## config.mk

```make
export PLATFORM = sky130hd
export DESIGN_NAME = placar_multi_flat
export DESIGN_NICKNAME = d
export VERILOG_FILES = /design/src/rtl/placar_multi_pkg.sv /design/src/rtl/placar_multi_if.sv /design/src/rtl/placar_multi_edge_pulse.sv /design/src/rtl/placar_multi.sv /design/src/flat_wrapper.sv
export SDC_FILE = /design/constraint.sdc
export NUM_CORES = 1
export LEC_CHECK = 0
export ABC_AREA = 1
export CORE_ASPECT_RATIO = 0.5
export CORE_MARGIN = 4
export CORE_UTILIZATION = 54
export CTS_BUF_LIST = sky130_fd_sc_hd__clkbuf_8
export DETAILED_ROUTE_END_ITERATION = 10
export GPL_TIMING_DRIVEN = 0
export HOLD_SLACK_MARGIN = 0.03
export PLACE_DENSITY = 0.78
export SETUP_SLACK_MARGIN = 0.4
export SLEW_MARGIN = 20
export SYNTH_ARGS = -nofsm -noshare
export SYNTH_HDL_FRONTEND = slang
export SYNTH_SLANG_ARGS = --single-unit
```

## constraint.sdc

```tcl
create_clock -name clock -period 5.4 [get_ports clock]
set_clock_uncertainty 0.1 [all_clocks]
set_input_delay 0.81 -clock clock [delete_from_list [all_inputs] [get_ports clock]]
set_output_delay 0.81 -clock clock [all_outputs]
set_load 0.005 [all_outputs]
```

## src/rtl/placar_multi_pkg.sv

```systemverilog
// Shared types and helpers for the multi-player match scoreboard.
package placar_pkg;

  typedef enum logic {
    PLAYING = 1'b0,
    OVER    = 1'b1
  } state_t;

  localparam int MAX_W = 64;

  function automatic logic [MAX_W-1:0] therm(input int score, input int seg);
    logic [MAX_W-1:0] r;
    r = '0;
    for (int i = 0; i < MAX_W; i++) begin
      r[i] = (i < score) && (i < seg);
    end
    return r;
  endfunction

  function automatic logic is_onehot(input logic [MAX_W-1:0] v);
    return (v != '0) && ((v & (v - MAX_W'(1))) == '0);
  endfunction

  function automatic int onehot_idx(input logic [MAX_W-1:0] v);
    int idx;
    idx = 0;
    for (int i = 0; i < MAX_W; i++) begin
      if (v[i]) idx = i;
    end
    return idx;
  endfunction

endpackage

```

## src/rtl/placar_multi_if.sv

```systemverilog
// Game-core / LED-board side signals of the scoreboard.
interface placar_multi_if #(
  parameter int N_PLAYERS = 2,
  parameter int SCORE_W   = 4,
  parameter int LED_W     = 16,
  parameter int WINNER_W  = (N_PLAYERS > 1) ? $clog2(N_PLAYERS) : 1
);
  logic [N_PLAYERS-1:0]         win;
  logic                         new_match;
  logic [N_PLAYERS*SCORE_W-1:0] scores;
  logic [LED_W-1:0]             led;
  logic                         match_over;
  logic [WINNER_W-1:0]          winner;
  logic [7:0]                   rounds;

  modport master (
    output win, new_match,
    input  scores, led, match_over, winner, rounds
  );

  modport slave (
    input  win, new_match,
    output scores, led, match_over, winner, rounds
  );
endinterface

```

## src/rtl/placar_multi_edge_pulse.sv

```systemverilog
// Per-bit rising-edge detector; passes the input through when ENABLE is clear.
module edge_pulse #(
  parameter int WIDTH  = 1,
  parameter bit ENABLE = 1'b1
) (
  input  logic             clock,
  input  logic             reset,
  input  logic [WIDTH-1:0] in,
  output logic [WIDTH-1:0] q,
  output logic [WIDTH-1:0] pulse
);

  always_ff @(posedge clock or negedge reset) begin
    if (!reset) q <= '0;
    else        q <= in;
  end

  assign pulse = ENABLE ? (in & ~q) : in;

endmodule

```

## src/rtl/placar_multi.sv

```systemverilog
// Saturating N-player match scoreboard with winner detection and blinking LED thermometer.
//   state   | meaning
//   PLAYING | round wins are scored; first player to WIN_TARGET ends the match
//   OVER    | scores frozen, winner segment blinks until new_match
module placar_multi
  import placar_pkg::*;
#(
  parameter int N_PLAYERS   = 2,
  parameter int SCORE_W     = 4,
  parameter int WIN_TARGET  = 8,
  parameter int LED_W       = 16,
  parameter int BLINK_DIV   = 50_000_000,
  parameter int EDGE_DETECT = 1
) (
  input logic            clock,
  input logic            reset,
  placar_multi_if.slave  bus
);

  localparam int SEG      = LED_W / N_PLAYERS;
  localparam int WINNER_W = (N_PLAYERS > 1) ? $clog2(N_PLAYERS) : 1;
  localparam int CNT_W    = (BLINK_DIV > 1) ? $clog2(BLINK_DIV) : 1;

  state_t                             state_q, state_d;
  logic [N_PLAYERS-1:0][SCORE_W-1:0]  scores_q, scores_d;
  logic [7:0]                         rounds_q, rounds_d;
  logic                               over_q, over_d;
  logic [WINNER_W-1:0]                winner_q, winner_d;
  logic                               phase_q, phase_d;
  logic [CNT_W-1:0]                   cnt_q, cnt_d;
  logic [LED_W-1:0]                   led_q, led_d;

  logic [N_PLAYERS-1:0] ev;
  logic [N_PLAYERS-1:0] unused_win_q;
  logic [MAX_W-1:0]     ev_wide;
  int                   hit;

  edge_pulse #(
    .WIDTH  (N_PLAYERS),
    .ENABLE (EDGE_DETECT != 0)
  ) u_edge (
    .clock (clock),
    .reset (reset),
    .in    (bus.win),
    .q     (unused_win_q),
    .pulse (ev)
  );

  assign ev_wide = MAX_W'(ev);
  assign hit     = onehot_idx(ev_wide);

  always_ff @(posedge clock or negedge reset) begin
    if (!reset) begin
      state_q  <= PLAYING;
      scores_q <= '0;
      rounds_q <= '0;
      over_q   <= 1'b0;
      winner_q <= '0;
      phase_q  <= 1'b0;
      cnt_q    <= '0;
      led_q    <= '0;
    end else begin
      state_q  <= state_d;
      scores_q <= scores_d;
      rounds_q <= rounds_d;
      over_q   <= over_d;
      winner_q <= winner_d;
      phase_q  <= phase_d;
      cnt_q    <= cnt_d;
      led_q    <= led_d;
    end
  end

  always_comb begin
    state_d  = state_q;
    scores_d = scores_q;
    rounds_d = rounds_q;
    over_d   = over_q;
    winner_d = winner_q;
    phase_d  = phase_q;
    cnt_d    = cnt_q;
    led_d    = '0;

    // LED image lags the scores by one clock; the winner segment follows the blink phase
    for (int p = 0; p < N_PLAYERS; p++) begin
      if (state_q == OVER && winner_q == WINNER_W'(p))
        led_d[p*SEG +: SEG] = {SEG{phase_q}};
      else
        led_d[p*SEG +: SEG] = SEG'(therm(int'(scores_q[p]), SEG));
    end

    if (bus.new_match) begin
      state_d  = PLAYING;
      scores_d = '0;
      rounds_d = '0;
      over_d   = 1'b0;
      winner_d = '0;
      phase_d  = 1'b0;
      cnt_d    = '0;
      led_d    = '0;
    end else begin
      case (state_q)
        PLAYING: begin
          if (ev != '0) begin
            if (rounds_q != 8'hFF) rounds_d = rounds_q + 8'd1;
            // simultaneous wins are a drawn round: counted, but nobody scores
            if (is_onehot(ev_wide)) begin
              for (int p = 0; p < N_PLAYERS; p++) begin
                if (p == hit) begin
                  scores_d[p] = scores_q[p] + SCORE_W'(1);
                  if (scores_d[p] == SCORE_W'(WIN_TARGET)) begin
                    state_d  = OVER;
                    over_d   = 1'b1;
                    winner_d = WINNER_W'(p);
                    phase_d  = 1'b1;
                    cnt_d    = '0;
                  end
                end
              end
            end
          end
        end
        OVER: begin
          if (cnt_q == CNT_W'(BLINK_DIV - 1)) begin
            cnt_d   = '0;
            phase_d = ~phase_q;
          end else begin
            cnt_d = cnt_q + CNT_W'(1);
          end
        end
        default: state_d = PLAYING;
      endcase
    end
  end

  assign bus.scores     = scores_q;
  assign bus.rounds     = rounds_q;
  assign bus.match_over = over_q;
  assign bus.winner     = winner_q;
  assign bus.led        = led_q;

endmodule

```

## src/flat_wrapper.sv

```systemverilog
// flat-port wrapper written by rule: the top's interface ports become plain ports
module placar_multi_flat import placar_pkg::*;
#(
  parameter int N_PLAYERS   = 2,
  parameter int SCORE_W     = 4,
  parameter int WIN_TARGET  = 8,
  parameter int LED_W       = 16,
  parameter int BLINK_DIV   = 50_000_000,
  parameter int EDGE_DETECT = 1
)
  (clock, reset, bus_win, bus_new_match, bus_scores, bus_led, bus_match_over, bus_winner, bus_rounds);
  placar_multi_if #(.N_PLAYERS(N_PLAYERS), .SCORE_W(SCORE_W), .LED_W(LED_W), .WINNER_W(1)) bus_i ();
  input logic clock;
  input logic reset;
  input wire logic [$bits(bus_i.win)-1:0] bus_win;
  input wire logic [$bits(bus_i.new_match)-1:0] bus_new_match;
  output wire logic [$bits(bus_i.scores)-1:0] bus_scores;
  output wire logic [$bits(bus_i.led)-1:0] bus_led;
  output wire logic [$bits(bus_i.match_over)-1:0] bus_match_over;
  output wire logic [$bits(bus_i.winner)-1:0] bus_winner;
  output wire logic [$bits(bus_i.rounds)-1:0] bus_rounds;
  assign bus_i.win = bus_win;
  assign bus_i.new_match = bus_new_match;
  assign bus_scores = bus_i.scores;
  assign bus_led = bus_i.led;
  assign bus_match_over = bus_i.match_over;
  assign bus_winner = bus_i.winner;
  assign bus_rounds = bus_i.rounds;
  placar_multi #(.N_PLAYERS(N_PLAYERS), .SCORE_W(SCORE_W), .WIN_TARGET(WIN_TARGET), .LED_W(LED_W), .BLINK_DIV(BLINK_DIV), .EDGE_DETECT(EDGE_DETECT)) u_core (.clock(clock), .reset(reset), .bus(bus_i));
endmodule
```

Word level (Yosys, flattened, before mapping)
Cells that the tools add are included.
- bits in registers: 64
- input port bits: 5
- word-level logic and storage cells: 120
- add/sub/neg operators: 5
- $lt $le $gt $ge: 16
- equality and inequality tests: 9
- muxes and demuxes: 56
- bitwise gates (word level): 6
- reduce and logical (&&, ||, !) cells: 18
- operators by type and width (kind ; number):
    26-bit two-way mux ; 8
    8-bit two-way mux ; 10
    2-bit by 64-bit bitwise AND with 64-bit output ; 1
    64-bit zero test ; 1
    64-bit nonzero test ; 1
    26-bit case mux with 2 select lines ; 1
    1-bit two-way mux ; 33
    2-bit by 32-bit == test with 1-bit output, first input constant ; 1
    32-bit zero test ; 1
    3-bit by 4-bit < comparator with 1-bit output, first input constant ; 8
    26-bit by 1-bit adder with 26-bit output, second input constant ; 1
    26-bit == test, second input constant ; 1
    1-bit by 4-bit < comparator with 1-bit output, first input constant ; 4
    2-bit by 4-bit < comparator with 1-bit output, first input constant ; 4
    16-bit two-way mux ; 1
    2-bit nonzero test ; 6
    3-bit AND reduction ; 3
    4-bit by 1-bit adder with 4-bit output, second input constant ; 2
    8-bit by 1-bit adder with 8-bit output, second input constant ; 1
    4-bit == test, second input constant ; 2
    4-bit two-way mux ; 2
    8-bit inequality test, second input constant ; 1
    4-bit AND reduction ; 2
    3-bit by 2-bit inequality test with 1-bit output, second input constant ; 2
    other kinds (9) ; 13

Logic depth before layout (Yosys ltp)
Gate-level depths: netlist of run 1.
- depth after elaboration: 11
- depth in mapped cells: 14
- depth with buffers taken out: 14

Modules after synthesis
A second synthesis of run 1 with hierarchy kept.
- cell total of the unflattened synthesis: 596
- area total of the unflattened synthesis: 4057.6 sq um
- modules (own cells, without submodules) (module ; times used ; cells an instance ; area an instance (sq um)):
    placar_multi ; 1 ; 590 ; 3987.6
    edge_pulse ; 1 ; 6 ; 70.1

Worst setup path after synthesis of run 1
No wires, ideal clock.
- path type: input -> register
- from: input bus_win[1]
- to: register u_core.cnt_q[15]
- library setup time: 0.063 ns
- arrival: 2.044 ns
- data required time: 5.237 ns
- path slack: 3.194 ns
- cell stages on the path: 13
- buffers on the path: 0
- path through: inv_1 -> nor2_1 -> inv_1 -> ha_1 -> nand2_1 -> inv_1 -> nor2_2 -> inv_1 -> o21ai_0 -> inv_1 -> nand2_1 -> nand2_1 -> inv_1
- word-level cells in the longest chain between the ends: 10
- elaborated cells on any way between the ends: 20
- classes of those cells: add/sub (1); eq/ne (3); mux (8); bitwise (2); reduce/logical (6)
- RTL lines (what ; RTL line ; text):
    from (decl) ; flat_wrapper.sv:15 ; input wire logic [$bits(bus_i.win)-1:0] bus_win;
    2-bit bitwise AND (*) ; placar_multi_edge_pulse.sv:18 ; assign pulse = ENABLE ? (in & ~q) : in;
    1-bit two-way mux ; placar_multi_pkg.sv:28 ; if (v[i]) idx = i;
    32-bit zero test ; placar_multi.sv:109 ; if (p == hit) begin
    26-bit two-way mux ; placar_multi.sv:109 ;
    26-bit two-way mux ; placar_multi.sv:111 ; if (scores_d[p] == SCORE_W'(WIN_TARGET)) begin
    26-bit two-way mux ; placar_multi.sv:109 ;
    26-bit two-way mux ; placar_multi.sv:107 ; if (is_onehot(ev_wide)) begin
    26-bit two-way mux ; placar_multi.sv:104 ; if (ev != '0) begin
    26-bit case mux with 2 select lines ; placar_multi.sv:102 ; case (state_q)
    26-bit two-way mux ; placar_multi.sv:92 ; if (bus.new_match) begin
    to (signal assigned) ; placar_multi.sv:69 ; cnt_q <= cnt_d;
    to (decl) ; placar_multi.sv:30 ; logic [CNT_W-1:0] cnt_q, cnt_d;
Mark *: on every way between the ends. The rest lies on a longest branch, timed or not. The select of a mux whose other input is x is not followed.
A chain may end at the register's enable or synchronous reset.

Worst setup path after layout of run 1
- from: input bus_win[1]
- to: register u_core.scores_q (netlist bit u_core.bus.scores[2])
- word-level cells in the longest chain between the ends: 7
- elaborated cells on any way between the ends: 13
- classes of those cells: add/sub (1); mux (1); bitwise (2); reduce/logical (9)
- RTL lines (what ; RTL line ; text):
    2-bit bitwise AND (*) ; placar_multi_edge_pulse.sv:18 ;
    2-bit by 1-bit subtractor with 3-bit output ; placar_multi_pkg.sv:21 ; return (v != '0) && ((v & (v - MAX_W'(1))) == '0);
    2-bit by 64-bit bitwise AND with 64-bit output ; placar_multi_pkg.sv:21 ;
    64-bit zero test ; placar_multi_pkg.sv:21 ;
    1-bit logical AND ; placar_multi_pkg.sv:21 ;
    2-bit nonzero test (no line) ; - ;
    4-bit AND reduction (no line) (*) ; - ;
    to (signal assigned) ; placar_multi.sv:64 ; scores_q <= scores_d;
    to (decl) ; placar_multi.sv:25 ; logic [N_PLAYERS-1:0][SCORE_W-1:0] scores_q, scores_d;
Mark *: on every way between the ends. The rest lies on a longest branch, timed or not.

==> results of run 1 <==
==> critical path, stage by stage <==
cell             delay [ps]
clkdlybuf4s50_1         520
inv_1                    50
nor2_1                  200
inv_1                   110
ha_1                    220
nor2_1                  160
nand2_1                 140
o21ai_1                 460
a21oi_1                 130
a21oi_1                 160
==> kinds of logic after synthesis <==
| family | count (synthesis) | synth area share (%) |
|---|---|---|
| compound gates | 69 | 10.04 |
| xor+xnor | 1 | 0.2368 |
| fa+ha+maj | 8 | 2.706 |
| buf+inv | 96 | 10.96 |
| flops | 64 | 43.29 |
| mux | 1 | 0.2706 |
| simple gates | 266 | 32.50 |
==> metal layers <==
layer  wire, um  vias up
li1           -     1697
met3        396        8
met2       3865       80
met4         98        0
met1       4116     1585
met5          0        -
==> state kept, by name (all words and copies together), names as in the netlist <==
register,cells
u_core.cnt_q,26
u_core.bus.led,16
u_core.bus.rounds,8
u_core.bus.scores,8
u_core.u_edge.q,2
u_core.bus.match_over,1
u_core.bus.winner,1
u_core.phase_q,1
u_core.state_q,1
==> cell type report <==
cell class	count	share of cell area (%)
inverters	87	7.413
well taps	88	2.499
repair buffers	39	9.032
flip-flops and latches	64	36.35
clock buffers	10	3.124
multi-input cells	345	38.43
clock inverters	6	1.363
plain buffers	9	1.789
==> cells in the mapped netlist (all sizes together) <==
cell type  count  share of area (%)
nand3b         1               0.20
o21a           1               0.20
ha             8                2.7
nor2          62                7.9
o22ai          2               0.34
nand2        141                 15
nor3b          1               0.20
xor2           1               0.24
o31ai          4               0.81
nand3         46                6.6
dfrtp         64                 43
inv           87                8.8
o21ai         40                5.4
a211oi         1               0.20
a21oi         19                2.7
nor3           4               0.54
mux2i          1               0.27
o21bai         2               0.41
buf            9                2.1
nand4         11                1.9
==> per-stage QoR <==
| stage | setup WS, ps | util (%) |
|---|---|---|
| after floorplan | 3194 | - |
| after global placement | 1270 | 65.93 |
| after detailed placement | 2311 | 66.20 |
| after CTS | 2680 | 69.31 |
| after global routing | 2406 | 69.31 |
| final | 2622 | 69.31 |
==> path summary, 6_finish.rpt <==
check | slack, ps | end | cells past startpoint | from
worst max register to register | 3250 | u_core.bus.scores[2] | 8 | u_core.u_edge.q[1]
worst min register to register | 400 | u_core.bus.match_over | 2 | u_core.bus.match_over
min in group clock | 400 | u_core.bus.match_over | 2 | u_core.bus.match_over
worst min-delay path | 290 | u_core.bus.led[11] | 1 | reset
worst max-delay path | 2620 | u_core.bus.scores[2] | 10 | bus_win[1]
max in group asynchronous | 4390 | u_core.cnt_q[21] | 2 | reset
==> power by group through the flow <==
stage / logic (mW) / clock network [mW] / registers (mW)
final: 0.100 / 0.412 / 0.505
after global routing: 0.113 / 0.444 / 0.508
after CTS: 0.101 / 0.419 / 0.506
after detailed placement: 0.101 / 0 / 0.515
after global placement: 0.0957 / 0 / 0.515
after floorplan: 0.0452 / 0 / 0.515
==> cell usage in the layout (no fill, tap or decap), drive strengths merged <==
cell           synthesis  routed
nand3                 46      46
clkdlybuf4s50          0      37
ha                     8       8
nor2                  62      62
o21a                   1       1
buf                    9      11
nor3b                  1       1
o22ai                  2       2
nand2                141     141
a21oi                 19      19
clkinv                 0       3
nand3b                 1       1
o31ai                  4       4
clkbuf                 0      10
dfrtp                 64      64
nor3                   4       4
nand4                 11      11
o21bai                 2       2
mux2i                  1       1
o21ai                 40      40
bufinv                 0       1
xor2                   1       1
clkinvlp               0       1
inv                   87      88
a211oi                 1       1
==> impl_metrics.json, run 1 <==
{
  "insertion_delay_ps": 350,
  "finalWirelength_um": 8477,
  "coreArea_sq_mm": 0.006356,
  "track_usage_pct": 22.57,
  "dp_cells": 632,
  "final_area_sq_mm": 0.004405,
  "cts.htree.levels": 3,
  "met2_usage_pct": 36.56,
  "max_freq_ghz": 0.3600,
  "met1_usage_pct": 30.00,
  "seqPwrFrac_pct": 49.7,
  "period_needed_ps": 2778,
  "dieArea_sq_mm": 0.008320,
  "mappedNetlistNets": 518,
  "firstDrtPassIters": 4,
  "clk_path_buf_depth": 2,
  "whs_ps": 285.7,
  "p_clk_share_pct": 40.5,
  "grt-ovfl-total": 0,
  "p_sw_uw": 256.8,
  "grt_max_degree": 36,
  "dp_hpwl_um": 6281,
  "p_leak_nw": 2.160,
  "n_antenna_cell": 0,
  "synthCells": 505,
  "crit_arrival_ps": 2950,
  "vias": 3370,
  "peakVddDrop_mv": 0.1479,
  "area_growth_pct": 19.07,
  "clk_pin_slew_ps": 70,
  "cts_sinks": 64,
  "netlist_area_sq_mm": 0.003700,
  "drt-wirelength-per-cell_um": 13.08,
  "relSlewSlack_pct": 64.33,
  "tns_ps": 0,
  "grt_pass1_vias": 3208,
  "nets": 568,
  "ys_ff_latch": 64,
  "final_cells": 648,
  "synthDistinctLibCells": 31,
  "grt.busiest_layer": "met2",
  "crit_path_end_kind": "flop",
  "place_area_sq_mm": 0.004208,
  "comb_power_share_pct": 9.9,
  "fill_cells": 553,
  "required_ps": 5570,
  "tightestPinTransition_ps": 531.5,
  "cap_violations": 0,
  "finalPower_mw": 1.017,
  "root_buffer": "clkbuf_8",
  "gr-usage-met3_pct": 6.165,
  "p_int_uw": 760.5,
  "path_class": "primary input to flop",
  "gp_congestion": 0.9133,
  "power.density_mw_per_mm2": 230.9,
  "cts-resized-gates": 0,
  "io_buffers": 38,
  "seq_area_sq_mm": 0.001602,
  "viasPerCell": 5.201,
  "ys_seq_area_share_pct": 43.29,
  "hold_path_class": "primary input to asynchronous set/reset pin",
  "initial_core_util_pct": 58.21,
  "num_io_pins": 39,
  "syn_area_per_cell_sq_um": 7.326,
  "hold_viol": 0,
  "drtIter0Drc": 221,
  "postCtsHoldBufs": 0,
  "cts_setup_buffers": 0,
  "yosysWarningCount": 0,
  "multi_input_area_sq_mm": 0.001693,
  "cts_tree": "done",
  "crit_fanout": 7,
  "rsz0062_at_grt": "false",
  "sw_frac_of_total_pct": 25.24,
  "row_count": 20,
  "die_y_um": 66.53,
  "finalCritPeriodShare_pct": 51.44,
  "antenna_left": 0,
  "cts_made_buffers": 9,
  "cp-start-kind": "primary input",
  "post-route-drc-count": 0,
  "outcome": "complete, no violations",
  "slew_viol_final": 0,
  "final-setup-viol-count": 0,
  "drive_gt1_share_pct": 9.464,
  "die_width_um": 125.1,
  "grt_pass1_wl_um": 14950,
  "antenna_found_initial": 0
}
Power figures use the tool's default switching activity.
==> run 2, diff against run 1 <==
==> constraint.sdc (replaced) <==
create_clock -name clock -period 2.7 [get_ports clock]
set_clock_uncertainty 0.1 [all_clocks]
set_input_delay 0.405 -clock clock [delete_from_list [all_inputs] [get_ports clock]]
set_output_delay 0.405 -clock clock [all_outputs]
set_load 0.005 [all_outputs]
==> run 2 against run 1 <==
Utilization grew 0.65 points. Critical path depth shrank 1. Largest cell class unchanged. Die area is the same. Critical endpoint is now u_core.bus.scores[6]. Sequential power grew 100%. Routed wire length grew 0.88%. Highest routed layer unchanged. Global-route usage grew 0.071 points. Sequential share of layout area shrank 0.34 points. Final cell count grew 0.15%. Hold slack gained 110 ps. Register-to-register slack lost 2500 ps. First-iteration DRC count grew 0.90%. Combinational power grew 110%.
==> impl_metrics.json, run 2 (synthesis results as in run 1) <==
{
  "outcome": "complete, no violations",
  "place_area_sq_mm": 0.004208,
  "final_area_sq_mm": 0.004447,
  "critical_path.top_delay_family": "buffers and inverters",
  "worst-path-buf-inv": 3,
  "grt_pass1_vias": 3219,
  "die_y_um": 66.53,
  "hold_depth": 2,
  "required_ps": 2820,
  "rr_startpoint": "u_core.bus.scores[4]",
  "root_buffer": "clkbuf_8",
  "finish.utilization_pct": 69.96,
  "clk_path_buf_depth": 2,
  "track_usage_pct": 22.65,
  "n_antenna_cell": 0,
  "grt_pass1_wl_um": 15010,
  "top_register": "u_core.cnt_q",
  "antenna_found_initial": 0,
  "crit_fanout": 4,
  "slew_viol_final": 0,
  "drt-wirelength-per-cell_um": 13.18,
  "vias": 3400,
  "cts_sinks": 64,
  "cp-start-kind": "primary input",
  "p_leak_nw": 2.168,
  "die_width_um": 125.1,
  "insertion_delay_ps": 350,
  "relSlewSlack_pct": 72.78,
  "dieArea_sq_mm": 0.008320,
  "max_freq_ghz": 0.4663,
  "firstDrtPassIters": 4,
  "r2r_end": "u_core.cnt_q[21]",
  "viasPerCell": 5.239,
  "grt_max_degree": 36,
  "cpPeakStageDelay_ps": 510,
  "worstPathCellList": "clkdlybuf4s50_1 -> inv_1 -> nor2_4 -> inv_1 -> ha_1 -> nor2_1 -> nand2_1 -> o21ai_0 -> o21ai_0",
  "gr-usage-met3_pct": 6.165,
  "peakVddDrop_mv": 0.3100,
  "met1_usage_pct": 30.10,
  "drtIter0Drc": 223,
  "area_growth_pct": 20.19,
  "tightestPinTransition_ps": 404.1,
  "final-setup-viol-count": 0,
  "crit_arrival_ps": 2260,
  "period_needed_ps": 2145,
  "gp_congestion": 0.9133,
  "path_class": "primary input to flop",
  "seq_area_sq_mm": 0.001602,
  "rsz0062_at_grt": "false",
  "io_buffers": 38,
  "finalWirelength_um": 8552,
  "nets": 569,
  "grt.busiest_layer": "met2",
  "cts.htree.levels": 3,
  "multi_input_area_sq_mm": 0.001724,
  "dp_hpwl_um": 6281,
  "grt-ovfl-total": 0,
  "reg2reg_slack_ps": 710,
  "post-route-drc-count": 0,
  "min_to": "u_core.bus.match_over",
  "power.density_mw_per_mm2": 459.4,
  "finalCritPeriodShare_pct": 79.43,
  "critPathSlowestCell": "clkdlybuf4s50_1",
  "largest_reg_flops": 26,
  "hold_viol": 0,
  "final_common_cell": "nand2_1",
  "clk_pin_slew_ps": 70,
  "dp_cells": 632,
  "row_count": 20,
  "mostFrequentLayoutCells": "130 x nand2_1, 85 x inv_1, 64 x dfrtp_1",
  "num_io_pins": 39,
  "drive_gt1_share_pct": 10.52,
  "initial_core_util_pct": 58.21,
  "cts_tree": "done",
  "cts_made_buffers": 9,
  "crit_path_end_kind": "flop",
  "cts_setup_buffers": 0,
  "met2_usage_pct": 36.70,
  "antenna_left": 0,
  "cap_violations": 0,
  "hold_start": "u_core.bus.match_over",
  "fill_cells": 548,
  "hold_path_class": "flop to flop",
  "coreArea_sq_mm": 0.006356,
  "reg2reg_depth": 11,
  "final_cells": 649,
  "whs_ps": 393.6
}
-- run 2: changes by cell type in the layout (fill, tap and decap cells not counted), sizes merged --
cell,before,now
dlygate4sd3,0,1
-- run 2: layout make-up --
class                           count  area share (%)
Multi-Input combinational cell    345           38.77
Inverter                           87           7.344
Timing Repair Buffer               40           9.173
Tap cell                           88           2.476
Clock buffer                       10           3.095
Clock inverter                      6           1.351
Sequential cell                    64           36.02
Buffer                              9           1.773
-- run 2: layer usage --
| layer | up-vias | share of wire, % |
|---|---|---|
| met5 | - | 0 |
| met3 | 10 | 4.4 |
| met4 | 0 | 1.2 |
| met2 | 73 | 46 |
| met1 | 1618 | 48 |
| li1 | 1699 | - |
-- run 2: worst min-delay path: stages, from the launching register on --
cell     delay, ps
dfrtp_1        350
nand2_1         50
o21ai_0         60
-- run 2: worst max path at each step --
stage | start | end | slack [ps] | cells past startpoint
detailed placement | bus_win[1] | u_core.cnt_q[18] | 20 | 14
floorplan | bus_win[1] | u_core.cnt_q[15] | 900 | 13
global placement | reset | u_core.cnt_q[23] | -1020 | 1
global route | bus_win[1] | u_core.bus.scores[5] | 420 | 9
finish | bus_win[1] | u_core.bus.scores[6] | 560 | 9
CTS | bus_win[1] | u_core.cnt_q[18] | 450 | 14
-- run 2: report_power, final --
group          leakage, nW  internal, mW  switching, mW  total (mW)
clock                0.103         0.446          0.378       0.824
combinational         1.18        0.0915          0.116       0.207
sequential           0.880         0.987         0.0244        1.01
-- run 2: stage by stage --
step	total power, mW	setup WS, ps	setup TNS (ps)
floorplan	1.120	898.7	0
global placement	1.221	-1025	-65330
detailed placement	1.231	16.37	0
CTS	2.054	450.5	0
global route	2.136	418.2	0
finish	2.043	555.4	0
-- run 2: timing repair --
item                                    CTS  global route
endpoints found under the setup margin    3            10
hold endpoints to repair                 29             0
gates resized for setup                   1             9
hold buffers                              1             0
==> run 3, diff against run 2 <==
==> constraint.sdc (replaced) <==
create_clock -name clock -period 2.1 [get_ports clock]
set_clock_uncertainty 0.1 [all_clocks]
set_input_delay 0.315 -clock clock [delete_from_list [all_inputs] [get_ports clock]]
set_output_delay 0.315 -clock clock [all_outputs]
set_load 0.005 [all_outputs]
==> run 3 against run 2 <==
Critical path depth up 1. Clock power up 46%. First-iteration DRC count up 120%. Hold slack worse by 220 ps. Register-to-register slack worse by 400 ps. Final cell count up 5.5%. Non-clock buffer count up 36. Largest cell class unchanged. Largest power group unchanged.
==> impl_metrics.json, run 3 (synthesis results as in run 1) <==
{
  "outcome": "complete, no violations",
  "final-setup-viol-count": 0,
  "viasPerCell": 5.388,
  "reg2reg_slack_ps": 310,
  "finalCritPeriodShare_pct": 85.47,
  "io_buffers": 38,
  "hold_start": "bus_win[1]",
  "rsz0062_at_grt": "true",
  "gp_congestion": 0.9112,
  "met3_length_um": 670,
  "wl_met2_um": 4850,
  "crit_fanout": 3,
  "dp_hpwl_um": 6038,
  "top_register": "u_core.cnt_q",
  "tightestPinTransition_ps": 356.6,
  "antenna_left": 0,
  "drive_gt1_share_pct": 22.78,
  "hold_depth": 1,
  "grt_max_degree": 52,
  "antenna_found_initial": 0,
  "cts_sinks": 64,
  "path_class": "flop to flop",
  "cpPeakStageDelay_ps": 380,
  "hold_path_class": "primary input to flop",
  "post-route-drc-count": 0,
  "area_growth_pct": 35.95,
  "place_area_sq_mm": 0.004218,
  "rr_startpoint": "u_core.bus.scores[4]",
  "grt_pass1_vias": 3308,
  "coreArea_sq_mm": 0.006356,
  "grt-ovfl-total": 0,
  "vias": 3691,
  "n_antenna_cell": 0,
  "mostFrequentLayoutCells": "120 x nand2_1, 79 x inv_1, 62 x dfrtp_1",
  "min_to": "u_core.u_edge.q[1]",
  "reg2reg_depth": 10,
  "grt_pass1_wl_um": 15300,
  "die_width_um": 125.1,
  "wl_met1_um": 4414,
  "num_io_pins": 39,
  "relSlewSlack_pct": 76.04,
  "finish.utilization_pct": 79.13,
  "drt-wirelength-per-cell_um": 14.79,
  "power.density_mw_per_mm2": 566.2,
  "cap_violations": 0,
  "fin_ws_ps": 305.1,
  "slew_viol_final": 0,
  "peakVddDrop_mv": 0.5064,
  "firstDrtPassIters": 5,
  "nets": 605,
  "root_buffer": "clkbuf_8",
  "crit_arrival_ps": 1950,
  "finalWirelength_um": 10130,
  "track_usage_pct": 23.25,
  "clk_pin_slew_ps": 70,
  "hold_viol": 0,
  "die_y_um": 66.53,
  "cts.htree.levels": 3,
  "critPathSlowestCell": "dfrtp_1",
  "final_area_sq_mm": 0.005030,
  "cts_tree": "done",
  "whs_ps": 174.7,
  "cp-start-kind": "flop",
  "row_count": 20,
  "largest_reg_flops": 26,
  "worstPathCellList": "ha_2 -> inv_2 -> nand2_1 -> nand2_2 -> nor2_2 -> nand2_2 -> nand2_4 -> nand2_4 -> buf_4 -> o21ai_0",
  "period_needed_ps": 1795,
  "initial_core_util_pct": 58.21,
  "p_leak_nw": 2.587,
  "max_freq_ghz": 0.5571,
  "required_ps": 2250,
  "dieArea_sq_mm": 0.008320,
  "r2r_end": "u_core.bus.match_over",
  "dp_slack_ps": -421.3,
  "tns_ps": 0,
  "drtIter0Drc": 493,
  "clk_path_buf_depth": 2,
  "cts_made_buffers": 9,
  "final_common_cell": "nand2_1",
  "insertion_delay_ps": 360,
  "crit_path_end_kind": "flop",
  "top_layer": "met4"
}
-- run 3: cell count changes in the layout (fill, tap and decap cells not counted), moves of 6 or more --
cell / delta
buf_4: +31
clkdlybuf4s50_1: -15
dlygate4sd2_1: +6
dlymetal6s2s_1: +9
inv_1: -6
nand2_1: -10
nor2_1: -11
nor2_4: +7
-- run 3: metal layers --
layer | GRT usage [%] | vias to the layer above
li1 | - | 1782
met1 | 30.10 | 1740
met2 | 37.70 | 147
met3 | 8.006 | 22
met4 | 6.351 | 0
met5 | 0 | -
-- run 3: critical path: cells and delay by family (launching register included) --
family | cells | cell delay [ps]
simple gates | 6 | 570
flops | 1 | 380
compound gates | 1 | 240
fa+ha+maj | 1 | 200
buf+inv | 2 | 190
-- run 3: layout make-up --
| type | instances | area (sq um) |
|---|---|---|
| fill | 411 | 1326 |
| buffer | 9 | 88.84 |
| inverter | 87 | 329.1 |
| clock inverter | 6 | 83.83 |
| multi-input combinational | 345 | 1934 |
| tap | 88 | 110.1 |
| clock buffer | 10 | 137.6 |
| timing repair buffer | 76 | 742.0 |
| sequential | 64 | 1604 |
-- run 3: worst max path at each step --
stage	startpoint	end	slack, ps	cells after the start
after floorplan	u_core.u_edge.q[1]	u_core.cnt_q[15]	400	12
after global placement	reset	u_core.cnt_q[23]	-1530	1
after detailed placement	bus_win[1]	u_core.cnt_q[18]	-420	14
after CTS	u_core.bus.scores[4]	u_core.cnt_q[21]	340	11
after global routing	u_core.bus.scores[4]	u_core.phase_q	240	12
final	u_core.bus.scores[4]	u_core.bus.match_over	310	10
-- run 3: power by group --
group          total [mW]  switching (mW)  internal [mW]
sequential           1.29          0.0256           1.27
combinational       0.353           0.192          0.162
clock                1.20           0.506          0.694
total                2.85           0.723           2.12
-- run 3: through the flow --
| step | instances | power [mW] |
|---|---|---|
| detailed placement | 632 | 1.583 |
| CTS | 671 | 2.821 |
| global placement | 631 | 1.571 |
| floorplan | 505 | 1.441 |
| finish | 685 | 2.848 |
| global route | 685 | 2.958 |
-- run 3: repair_timing --
action | 4_1_cts | 5_1_grt
endpoints found under the setup margin | 58 | 50
resized for setup | 37 | 57
pin swaps | 12 | 21
endpoints found under the hold margin | 64 | 0
hold buffers | 1 | 0
gates cloned | 0 | 2
buffers inserted | 22 | 12
